--- config.mk ---
export PLATFORM = sky130hd
export DESIGN_NAME = fp_addsub_pipe
export DESIGN_NICKNAME = d
export VERILOG_FILES = /design/src/rtl/fp_addsub_pipe.sv
export SDC_FILE = /design/constraint.sdc
export NUM_CORES = 1
export LEC_CHECK = 0
export BUFFER_PORTS_ARGS = -buffer_cell sky130_fd_sc_hd__buf_2
export CAP_MARGIN = 20
export CORE_UTILIZATION = 45
export CTS_CLUSTER_DIAMETER = 100
export DETAILED_ROUTE_END_ITERATION = 8
export SETUP_SLACK_MARGIN = 0.2
export SYNTH_ARGS = -nofsm -noshare
export SYNTH_HDL_FRONTEND = slang
export SYNTH_SLANG_ARGS = --single-unit
--- constraint.sdc ---
create_clock -name clk -period 43.6 [get_ports clk]
set_clock_uncertainty 0.05 [all_clocks]
set_input_delay 8.72 -clock clk [delete_from_list [all_inputs] [get_ports clk]]
set_output_delay 8.72 -clock clk [all_outputs]
set_load 0.01 [all_outputs]
--- src/rtl/fp_addsub_pipe.sv ---
// fp_addsub_pipe: parametrised IEEE 754 add/subtract unit, multi-cycle, with a
// fixed latency and valid/ready handshakes on both sides.
//
// One operation is in flight at a time. It walks a six-state sequence:
// IDLE -> ALIGN -> ADD -> NORM -> RND -> DONE. The result is written on the
// edge that enters DONE, and out_valid rises one edge later. That puts
// out_valid 5 edges after the accept edge. Denormal inputs and results below
// the normal range flush to a signed zero.
//
// Ports:
//   clk, rst_n            rising-edge clock, asynchronous active-low reset
//   in_valid / in_ready   operand handshake (in_ready is high only in IDLE)
//   a, b, op              operands in IEEE format; op=0 gives A+B, op=1 gives A-B
//   out_valid / out_ready result handshake (result is held until accepted)
//   result                IEEE result
//   flag_ovf              overflow; result is +/-Inf
//   flag_inv              invalid; result is qNaN
//   flag_zero             result is +/-0
//
// Build option:
//   FP_ROUND_RNE_EN  defined   : round to nearest, ties to even (guard/round/sticky)
//                    undefined : truncate toward zero
module fp_addsub_pipe #(
  parameter int EXP_W = 8,
  parameter int MAN_W = 23
) (
  input  logic                   clk,
  input  logic                   rst_n,
  input  logic                   in_valid,
  output logic                   in_ready,
  input  logic [EXP_W+MAN_W:0]   a,
  input  logic [EXP_W+MAN_W:0]   b,
  input  logic                   op,
  output logic                   out_valid,
  input  logic                   out_ready,
  output logic [EXP_W+MAN_W:0]   result,
  output logic                   flag_ovf,
  output logic                   flag_inv,
  output logic                   flag_zero
);

  localparam int W  = 1 + EXP_W + MAN_W;
  localparam int MW = MAN_W + 4;          // hidden + fraction + guard/round/sticky
  localparam int EW = EXP_W + 2;          // signed working exponent
  localparam int LW = $clog2(MW + 1);
  localparam logic [EXP_W-1:0] EXP_ONES = '1;
  localparam logic [W-1:0]     QNAN     = {1'b0, EXP_ONES, 1'b1, {(MAN_W-1){1'b0}}};

  typedef enum logic [2:0] {IDLE, ALIGN, ADD, NORM, RND, DONE} state_t;
  state_t state, next_state;

  // Captured operands (B already carries the op sign flip)
  logic [W-1:0]          a_r, b_r;
  // Working datapath registers shared across the stages
  logic                  sign_w, sub_w, zero_w, spec_w, spec_inv_w;
  logic [W-1:0]          spec_val_w;
  logic signed [EW-1:0]  exp_w;
  logic [MW:0]           man_w;      // extra MSB catches the addition carry
  logic [MW-1:0]         mb_w;

  function automatic logic [LW-1:0] lzc(input logic [MW-1:0] v);
    logic [LW-1:0] n;
    logic          found;
    n     = '0;
    found = 1'b0;
    for (int i = MW - 1; i >= 0; i--) begin
      if (!found) begin
        if (v[i]) found = 1'b1;
        else      n = n + LW'(1);
      end
    end
    return n;
  endfunction

  // ---------------- ALIGN combinational view ----------------
  logic                  sa, sb;
  logic [EXP_W-1:0]      ea, eb;
  logic [MAN_W-1:0]      fa, fb;
  assign {sa, ea, fa} = a_r;
  assign {sb, eb, fb} = b_r;

  logic                  a_nan, b_nan, a_inf, b_inf, a_ge, spec_s, spec_inv_s;
  logic [W-1:0]          spec_val_s;
  logic [MAN_W:0]        ma, mb, m_l, m_s;
  logic                  sign_l;
  logic [EXP_W-1:0]      exp_l, dexp;
  logic [MW-1:0]         ext_s, sh_s;

  // Unpack, classify, order by magnitude and align the smaller operand
  always_comb begin
    a_nan = (ea == EXP_ONES) && (fa != '0);
    b_nan = (eb == EXP_ONES) && (fb != '0);
    a_inf = (ea == EXP_ONES) && (fa == '0);
    b_inf = (eb == EXP_ONES) && (fb == '0);
    // Denormals (exponent field zero) are treated as exact zeros
    ma    = (ea == '0) ? '0 : {1'b1, fa};
    mb    = (eb == '0) ? '0 : {1'b1, fb};
    a_ge  = {ea, ma} >= {eb, mb};
    if (a_ge) begin
      sign_l = sa; exp_l = ea; m_l = ma; m_s = mb; dexp = ea - eb;
    end else begin
      sign_l = sb; exp_l = eb; m_l = mb; m_s = ma; dexp = eb - ea;
    end
    ext_s = {m_s, 3'b000};
    // Every bit shifted past the sticky position is ORed into it
    if (32'(dexp) >= MW) begin
      sh_s = {{(MW-1){1'b0}}, |m_s};
    end else begin
      sh_s = (ext_s >> dexp) |
             {{(MW-1){1'b0}}, |(ext_s & ~({MW{1'b1}} << dexp))};
    end
    spec_s = a_nan | b_nan | a_inf | b_inf;
    if (a_nan | b_nan | (a_inf & b_inf & (sa != sb))) begin
      spec_val_s = QNAN;
      spec_inv_s = 1'b1;
    end else if (a_inf) begin
      spec_val_s = a_r;
      spec_inv_s = 1'b0;
    end else if (b_inf) begin
      spec_val_s = b_r;
      spec_inv_s = 1'b0;
    end else begin
      spec_val_s = '0;
      spec_inv_s = 1'b0;
    end
  end

  // ---------------- NORM / RND combinational view ----------------
  logic [LW-1:0]         lz;
  logic signed [EW-1:0]  exp_dec, exp_fin;
  logic                  up;
  logic [MAN_W+1:0]      rsum;
  logic [MAN_W-1:0]      frac_fin;

  // Leading-zero shift amount and rounding of the normalised mantissa
  always_comb begin
    lz      = lzc(man_w[MW-1:0]);
    exp_dec = exp_w - $signed(EW'(lz));
`ifdef FP_ROUND_RNE_EN
    up = man_w[2] & (man_w[1] | man_w[0] | man_w[3]);
`else
    up = 1'b0;
`endif
    rsum     = {1'b0, man_w[MW-1:3]} + {{(MAN_W+1){1'b0}}, up};
    exp_fin  = exp_w + $signed(EW'(rsum[MAN_W+1]));
    // A rounding carry means the mantissa became 10.00..0: fraction is zero
    frac_fin = rsum[MAN_W+1] ? rsum[MAN_W:1] : rsum[MAN_W-1:0];
  end

  // Next-state logic
  always_comb begin
    next_state = state;
    case (state)
      IDLE:    if (in_valid && in_ready) next_state = ALIGN;
               else                      next_state = IDLE;
      ALIGN:   next_state = ADD;
      ADD:     next_state = NORM;
      NORM:    next_state = RND;
      RND:     next_state = DONE;
      DONE:    if (out_valid && out_ready) next_state = IDLE;
               else                        next_state = DONE;
      default: next_state = IDLE;
    endcase
  end

  // State register
  always_ff @(posedge clk or negedge rst_n) begin
    if (!rst_n) state <= IDLE;
    else        state <= next_state;
  end

  // Registered handshake outputs; out_valid follows entry into DONE by one edge
  always_ff @(posedge clk or negedge rst_n) begin
    if (!rst_n) begin
      in_ready  <= 1'b0;
      out_valid <= 1'b0;
    end else begin
      in_ready  <= (next_state == IDLE);
      out_valid <= (state == DONE) && (next_state == DONE);
    end
  end

  // Operand capture and per-stage datapath updates
  always_ff @(posedge clk or negedge rst_n) begin
    if (!rst_n) begin
      a_r        <= '0;
      b_r        <= '0;
      sign_w     <= 1'b0;
      sub_w      <= 1'b0;
      zero_w     <= 1'b0;
      spec_w     <= 1'b0;
      spec_inv_w <= 1'b0;
      spec_val_w <= '0;
      exp_w      <= '0;
      man_w      <= '0;
      mb_w       <= '0;
      result     <= '0;
      flag_ovf   <= 1'b0;
      flag_inv   <= 1'b0;
      flag_zero  <= 1'b0;
    end else begin
      case (state)
        IDLE: begin
          if (in_valid && in_ready) begin
            a_r <= a;
            b_r <= {b[W-1] ^ op, b[W-2:0]};
          end
        end
        ALIGN: begin
          sign_w     <= sign_l;
          exp_w      <= $signed({2'b00, exp_l});
          man_w      <= {1'b0, m_l, 3'b000};
          mb_w       <= sh_s;
          sub_w      <= sa ^ sb;
          spec_w     <= spec_s;
          spec_inv_w <= spec_inv_s;
          spec_val_w <= spec_val_s;
          zero_w     <= 1'b0;
        end
        ADD: begin
          if (sub_w) begin
            man_w <= man_w - {1'b0, mb_w};
            // Exact cancellation always gives +0
            if (man_w[MW-1:0] == mb_w) sign_w <= 1'b0;
          end else begin
            man_w <= man_w + {1'b0, mb_w};
          end
        end
        NORM: begin
          if (man_w[MW]) begin
            man_w <= {1'b0, man_w[MW:2], man_w[1] | man_w[0]};
            exp_w <= exp_w + $signed(EW'(1));
          end else if (man_w == '0) begin
            zero_w <= 1'b1;
          end else if (exp_dec <= $signed(EW'(0))) begin
            zero_w <= 1'b1;
          end else begin
            man_w <= man_w << lz;
            exp_w <= exp_dec;
          end
        end
        RND: begin
          if (spec_w) begin
            result    <= spec_val_w;
            flag_inv  <= spec_inv_w;
            flag_ovf  <= 1'b0;
            flag_zero <= 1'b0;
          end else if (zero_w) begin
            result    <= {sign_w, {(W-1){1'b0}}};
            flag_inv  <= 1'b0;
            flag_ovf  <= 1'b0;
            flag_zero <= 1'b1;
          end else if (exp_fin >= $signed({2'b00, EXP_ONES})) begin
            result    <= {sign_w, EXP_ONES, {MAN_W{1'b0}}};
            flag_inv  <= 1'b0;
            flag_ovf  <= 1'b1;
            flag_zero <= 1'b0;
          end else begin
            result    <= {sign_w, exp_fin[EXP_W-1:0], frac_fin};
            flag_inv  <= 1'b0;
            flag_ovf  <= 1'b0;
            flag_zero <= 1'b0;
          end
        end
        default: begin
        end
      endcase
    end
  end

endmodule

==> results of run 1 <==
-- routing by layer --
metal	global-route usage, %	share of wire (%)
met1	38.44	43
met2	47.86	46
met3	4.392	6.0
met4	14.89	5.6
met5	0	0.020
-- cell families (layout without fill, tap and decap cells) --
kind of cell               count (synthesis)  after routing  synth area share [%]
and+or+nand+nor                          878            878                 21.58
AOI/OAI and AO/OA                        664            664                 21.55
buffers and inverters                    241            289                 4.899
DFF                                      206            206                 26.98
muxes                                    184            184                 10.25
xor gates and xnor gates                 139            139                 7.721
adders and majority gates                105            105                 7.001
other                                      1              1               0.01963
-- path summary, 6_finish.rpt --
kind                       depth (start not counted)        end  slack [ps]
setup / recovery                                 109  man_w[21]       22480
hold / removal                                     2  result[5]         420
setup reg to reg                                 109  man_w[21]       22480
hold reg to reg                                    2  result[5]         420
max in group asynchronous                          2    mb_w[6]       34090
min in group asynchronous                          1  man_w[27]        8050
-- worst min-delay path: stages, from the launching register on --
cell and delay, ps:
dfrtp_1 330, nand2_1 40, o21ai_0 60
-- flip-flops by register name, indices dropped and copies added, names as in the netlist, 3 cells and up --
register    flops
b_r            32
mb_w           27
a_r            32
state           3
spec_val_w     32
man_w          28
result         32
exp_w          10
-- through the flow --
step	instances	cell area, µm²	worst slack, ps	utilization, %
floorplan	2418	19110	24680	-
global placement	2959	20160	23640	48.06
detailed placement	2959	20160	22850	48.06
CTS	3005	21040	22750	50.16
global route	3005	21040	20740	50.16
finish	3005	21040	22480	50.16
-- synthesized netlist by cell type (all sizes together), types with 23 or more instances --
library cell,instances
mux2,63
nor2,237
nand2,305
nor2b,24
xor2,27
nand2b,35
xnor2,99
and2,41
nor3,62
a22oi,32
nand3,42
inv,89
a21oi,166
o211ai,25
clkbuf,125
mux2i,118
a21o,43
o21ai,220
nor4,32
ha,98
nand4,24
a31oi,30
a211oi,23
buf,25
dfrtp,206
-- layout make-up --
class	count	share of cell area [%]
repair buffers	152	4.222
multi-input cells	1971	62.27
well taps	539	3.205
flip-flops and latches	206	24.50
inverters	91	1.624
clock inverters	11	0.6839
clock buffers	35	3.497
==> flow_summary_export.csv, run 1 <==
group,metric,value,unit
run_status,status,"finished with violations",
run_status,violations,"design-rule violations",
setup_path,end_kind,"flip-flop",
cts,clock-sinks,206,
route,vias_per_cell,6.107,
synthesis,synthCells,2418,
timing,whs,420.5,ps
synthesis,ys_ff_latch,206,
global_route,grt_pass1_vias,17440,
route,wl_per_cell,21.49,µm
route,ant_nets,0,
timing,rsz0062_at_grt,"false",
floorplanning,die-area,43280,µm²
cts,clkLatencyLatePin,560,ps
floorplanning,fp.dieH,208.1,µm
setup_path,crit_type,"reg -> reg",
timing,setup_viol,0,
synthesis,syn-num-nets,2589,
synthesis,netlist_area,19110,µm²
setup_path,cp_data_arrival_time,21560,ps
cells_and_area,n_antenna_cell,0,
cells_and_area,final_cell_mix,"nand2_1 (302), nor2_1 (235), o21ai_0 (217)",
synthesis,syn_area_per_cell,7.901,µm²
cts,clk_pin_slew_worst_paths,60,ps
timing,tns,0,ps
synthesis,ys_warn_count,0,
synthesis,synth-edff-count,0,
worst_hold_path,hp-start,"result[5]",
placed_design,gp_congestion,1.016,
cells_and_area,drive_above_1_share,12.33,%
synthesis,ys_types,98,
setup_path,slowest_stage,"and2_0",
timing,fmax,47.35,MHz
setup_path,critPathTopFamily,"adder cells",
floorplanning,initial_utilization,45.55,%
floorplanning,num_rows,75,
cells_and_area,syn_to_final_growth,10.12,%
global_route,grt_pass1_wl,101000,µm
global_route,grt_max_degree,87,
floorplanning,core,41950,µm²
setup_path,cp_slowest_stage_delay,690,ps
cts,clock_tree.buffer_depth,3,
setup_path,path_common_cell,"ha_1",
route,drc,2,
job,maxCapViolCount,0,
floorplanning,die_x,208.1,µm
synthesis,synth_area_leaders,"dfrtp_1 (27%), ha_1 (6.4%), mux2i_1 (6.2%)",
cts,htree_levels,1,
timing,fin_crit,21120,ps
synthesis,async_flop_share,100.0,%
cts,cts_buffers,26,
timing,slew_violations,0,
synthesis,synth_area_leader_cell,"dfrtp_1",
setup_path,worstPathMaxFanout,14,
placed_design,portBuffers,105,
setup_path,reg2reg_from,"man_w[26]",
route,finalWirelength,64580,µm
floorplanning,io_pins,106,
synthesis,ys.flop_type,"dfrtp_1",
cells_and_area,seq_area,5155,µm²
cells_and_area,nNetsFinal,2619,
cts,cts.hold.buffers_added,0,
global_route,antenna_found_initial,1,
route,drt-pass1-iter-count,8,
worst_hold_path,hold_path.class,"reg -> reg",
timing,tightest_slew,1035,ps
setup_path,critPathBufInv,2,
timing,hold_viol_final,0,
global_route,grt.total_usage,29.56,%
synthesis,yosysSeqAreaShare,26.98,%
placed_design,hpwlAfterDp,49400,µm
route,vias,18350,
setup_path,worstPathRequired,44040,ps
cts,cts-root-buf,"clkbuf_16",
setup_path,worstSetupStartpoint,"man_w[26]",
cts,cts_tree,"done",
timing,period_share,48.44,%
route,drt_iter0_drc,1760,
timing,slew-limit-headroom,29.89,%
cells_and_area,fill_cells,4146,
cts,cts_setup_buffers,0,
cells_and_area,multi_input_area,13100,µm²
cts,cts.repair.resized,0,
global_route,grt_overflow,0,
cells_and_area,mostFrequentLayoutCell,"nand2_1",
setup_path,startpoint_type,"flip-flop",
synthesis,netlist.area_leader.share,26.98,%
Power of run 1 is not shown: default switching activity piles up to over one toggle a cycle in this logic, so the estimate is an artifact.
==> run 2: changes to the inputs <==
clock period = 19 ns   (was 43.6 ns; I/O delays follow)
==> run 2 against run 1 <==
  * Final area up 3.1%
  * Via count up 1.0%
  * Count of clock-buffer cells in the layout up 1
  * Register-to-register slack got worse by 22000 ps
  * The run now ends clean
  * Critical endpoint is now man_w[25]
==> flow_summary_export.csv, run 2 (synthesis gave the netlist of run 1 again) <==
group,metric,value,unit
run_status,status,"finished clean",
cells_and_area,nNetsFinal,2669,
setup_path,path_depth,113,
cts,cts_buffers,26,
setup_path,cp_slowest_stage_delay,430,ps
timing,period_share,97.28,%
cts,cts_tree,"done",
cts,cts.hold.buffers_added,0,
cells_and_area,mostFrequentLayoutCell,"nand2_1",
cells_and_area,syn_to_final_growth,13.50,%
setup_path,startpoint_type,"flip-flop",
global_route,antenna_found_initial,1,
timing,hold_viol_final,0,
floorplanning,die-area,43280,µm²
setup_path,critPathBufInv,4,
cts,clk_pin_slew_worst_paths,60,ps
setup_path,worstPathMaxFanout,20,
timing,tightest_slew,1123,ps
setup_path,critPathTopFamily,"adder cells",
cts,clkLatencyLatePin,560,ps
cells_and_area,multi_input_area,13380,µm²
setup_path,end_kind,"flip-flop",
cts,htree_levels,1,
job,maxCapViolCount,0,
setup_path,slowest_stage,"or3_4",
cts,clock_tree.buffer_depth,3,
setup_path,cp_data_arrival_time,18870,ps
placed_design,post-place-cells,2981,
cells_and_area,fill_cells,4020,
floorplanning,initial_utilization,45.55,%
global_route,grt_pass1_vias,17840,
cts,cts-root-buf,"clkbuf_16",
timing,rsz0062_at_grt,"true",
route,vias_per_cell,6.066,
cells_and_area,seq_area,5155,µm²
route,drc,0,
worst_hold_path,hold_path.class,"reg -> reg",
timing,slew-limit-headroom,24.83,%
timing,slew_violations,0,
cells_and_area,stdcell_count,3056,
placed_design,portBuffers,105,
floorplanning,core,41950,µm²
setup_path,reg2reg_depth,113,
route,finalWirelength,65680,µm
placed_design,dp_slack,-509.6,ps
setup_path,worstPathRequired,19380,ps
cells_and_area,drive_above_1_share,15.93,%
placed_design,hpwlAfterDp,49800,µm
timing,tns,0,ps
route,drt-pass1-iter-count,6,
route,wl_per_cell,21.49,µm
timing,fin_ws,517.1,ps
global_route,grt_pass1_wl,101900,µm
floorplanning,io_pins,106,
global_route,grt_max_degree,90,
cells_and_area,final_cell_mix,"nand2_1 (294), nor2_1 (232), dfrtp_1 (206)",
cells_and_area,n_antenna_cell,0,
timing,fin_crit,18480,ps
timing,setup_viol,0,
route,vias,18540,
placed_design,gp_congestion,0.9745,
timing,fmax,54.10,MHz
global_route,grt_overflow,0,
cts,clock-sinks,206,
setup_path,crit_type,"reg -> reg",
worst_hold_path,holdPathStages,2,
timing,whs,425.9,ps
floorplanning,num_rows,75,
setup_path,path_common_cell,"ha_1",
floorplanning,die_x,208.1,µm
route,ant_nets,0,
route,drt_iter0_drc,1529,
global_route,grt.total_usage,29.91,%
floorplanning,fp.dieH,208.1,µm
==> run 2: layer usage <==
metal / global-route usage, % / up-vias / part of all wire, %
li1: - / 8815 / -
met1: 38.52 / 8883 / 42
met2: 49.26 / 655 / 46
met3: 3.125 / 184 / 5.5
met4: 16.48 / 2 / 5.9
met5: 0 / - / 0.011
==> run 2: per-stage QoR <==
step | cell area, µm² | util (%)
final | 21690 | 51.70
after global routing | 21690 | 51.70
after CTS | 21260 | 50.69
after detailed placement | 20330 | 48.47
after global placement | 20330 | 48.47
after floorplan | 19110 | -
==> run 2: worst paths after layout <==
kind	from	to	slack [ps]
worst max-delay path	man_w[25]	man_w[25]	520
worst min-delay path	result[17]	result[17]	430
worst max register to register	man_w[25]	man_w[25]	520
worst min register to register	result[17]	result[17]	430
max in group asynchronous	rst_n	sub_w	14330
min in group asynchronous	rst_n	exp_w[0]	3130
==> run 2: final cells by class <==
cell class	count	area share, %
Sequential cell	206	23.77
Tap cell	539	3.110
Inverter	91	1.575
Clock inverter	11	0.6000
Clock buffer	36	3.364
Multi-Input combinational cell	1971	61.68
Timing Repair Buffer	202	5.902
==> run 2: tightest hold or removal path, stage by stage, from the launching register on <==
cell and delay [ps]:
dfrtp_1 330, nand2_1 40, o21ai_0 60
==> run 2: timing repair <==
| item | in CTS | in global routing |
|---|---|---|
| setup endpoints to repair | 39 | 40 |
| cloned | 0 | 1 |
| pin swaps | 3 | 37 |
| resized for setup | 13 | 68 |
| setup buffers | 3 | 24 |
Power of run 2 is left out for the same reason.
==> run 3: changes to the inputs <==
CORE_UTILIZATION = 63   (was 45)
PLACE_DENSITY = 0.82   (was unset)
clock period = 17.99 ns   (was 19 ns; I/O delays follow)
==> run 3 against run 2 <==
  * The flow now finishes with violations (negative setup slack)
  * Wire length increased by 0.85%
  * Maximum frequency is 0.27% higher
  * First-iteration DRC count up 29%
  * Die area fell by 28%
  * Final area is 3.0% higher
  * Sequential share of layout area is 0.69 points lower
  * Non-clock buffer count is 57 higher
==> flow_summary_export.csv, run 3 (synthesis gave the netlist of run 1 again) <==
group,metric,value,unit
placed_design,portBuffers,105,
route,drt_iter0_drc,1977,
worst_hold_path,hold_path.class,"reg -> reg",
timing,hold_viol_final,0,
timing,rsz0062_at_grt,"true",
placed_design,placed_cell_area,20300,µm²
cts,clock-sinks,206,
placed_design,hpwlAfterDp,48210,µm
cts,cts_buffers,23,
placed_design,dp_slack,-540.6,ps
cts,clock_tree.buffer_depth,3,
route,drt-pass1-iter-count,7,
setup_path,end_kind,"flip-flop",
cells_and_area,nNetsFinal,2723,
floorplanning,fp.dieH,176.1,µm
cts,htree_levels,1,
floorplanning,core,29720,µm²
floorplanning,die-area,31030,µm²
timing,fin_crit,18430,ps
cts,clk_pin_slew_worst_paths,60,ps
cells_and_area,syn_to_final_growth,16.95,%
run_status,status,"finished with violations",
setup_path,startpoint_type,"flip-flop",
cts,cts_tree,"done",
cts,clkLatencyLatePin,540,ps
setup_path,reg2reg_from,"man_w[25]",
timing,setup_viol,39,
floorplanning,num_rows,63,
floorplanning,die_x,176.1,µm
timing,slew_violations,0,
global_route,grt_overflow,0,
cells_and_area,mostFrequentLayoutCell,"nand2_1",
setup_path,crit_type,"reg -> reg",
route,finalWirelength,66240,µm
job,maxCapViolCount,0,
timing,whs,425.7,ps
timing,tns,-9836,ps
cells_and_area,drive_above_1_share,19.66,%
global_route,grt.total_usage,41.98,%
route,wl_per_cell,22.38,µm
route,vias_per_cell,6.595,
cts,cts-root-buf,"clkbuf_16",
global_route,antenna_found_initial,1,
timing,fmax,54.25,MHz
setup_path,worstPathMaxFanout,5,
cts,cts.hold.buffers_added,0,
setup_path,path_common_cell,"ha_1",
cells_and_area,final_area,22350,µm²
floorplanning,initial_utilization,64.29,%
timing,slew-limit-headroom,16.55,%
placed_design,gp_congestion,1.024,
global_route,grt_pass1_wl,101800,µm
route,drc,0,
timing,fin_ws,-442.4,ps
route,ant_nets,0,
timing,period_share,102.5,%
global_route,grt_pass1_vias,18870,
run_status,violations,"negative setup slack",
setup_path,slowest_stage,"dfrtp_2",
timing,tightest_slew,1242,ps
floorplanning,io_pins,106,
setup_path,cp_slowest_stage_delay,450,ps
setup_path,r2r_slack,-440,ps
cells_and_area,final_cell_mix,"nand2_1 (286), nor2_1 (224), dfrtp_1 (204)",
setup_path,cp_data_arrival_time,18780,ps
setup_path,worstSetupStartpoint,"man_w[25]",
global_route,grt_max_degree,83,
worst_hold_path,hp-start,"flag_zero",
setup_path,worstPathRequired,18330,ps
route,vias,19520,
[run 3: cell count changes in the layout (fill, tap and decap cells not counted), sizes merged]
cell / delta
clkbuf: -4
clkinvlp: -1
buf: +56
bufinv: +2
diode: +1
inv: -2
clkinv: +1
[run 3: per-layer routing]
metal	GRT usage, %	part of all wire, %
met2	69.19	46
met3	5.620	7.7
met4	29.60	8.4
met5	0	0
met1	50.75	38
[run 3: final timing paths]
| kind | end | cells after the start |
|---|---|---|
| setup / recovery | man_w[23] | 110 |
| hold / removal | flag_zero | 2 |
| setup reg to reg | man_w[23] | 110 |
| hold reg to reg | flag_zero | 2 |
| max in group asynchronous | spec_w | 2 |
| min in group asynchronous | exp_w[0] | 1 |
[run 3: area by class of cell]
cell class              instances  area (µm²)
flip-flops and latches        206        5157
well taps                     390       488.0
diodes                          1       2.502
multi-input cells            1971       13650
fillers                      2186        7372
clock inverters                11       167.7
clock buffers                  31       655.6
inverters                      91       344.1
repair buffers                259        1877
[run 3: through the flow]
step / std cells / util, %
3_3_place_gp: 2842 / 68.33
2_1_floorplan: 2418 / -
3_5_place_dp: 2842 / 68.33
5_1_grt: 2959 / 75.18
6_report: 2960 / 75.19
4_1_cts: 2937 / 73.61
[run 3: timing repair]
action,in CTS,in global routing
hold endpoints to repair,0,0
setup buffers,49,20
pin swaps,68,53
resized for setup,77,71
setup endpoints to repair,39,40
gates cloned,4,0
[run 3: critical path: cells and delay by family (launching register included)]
family | cells | cell delay (ps)
AO/OA/AOI/OAI | 38 | 5290
adder cells (fa/ha/maj) | 26 | 7130
buffers and inverters | 3 | 270
flip-flops | 1 | 450
multiplexers | 14 | 1970
AND/OR/NAND/NOR | 29 | 3110
Power of run 3 is left out for the same reason.
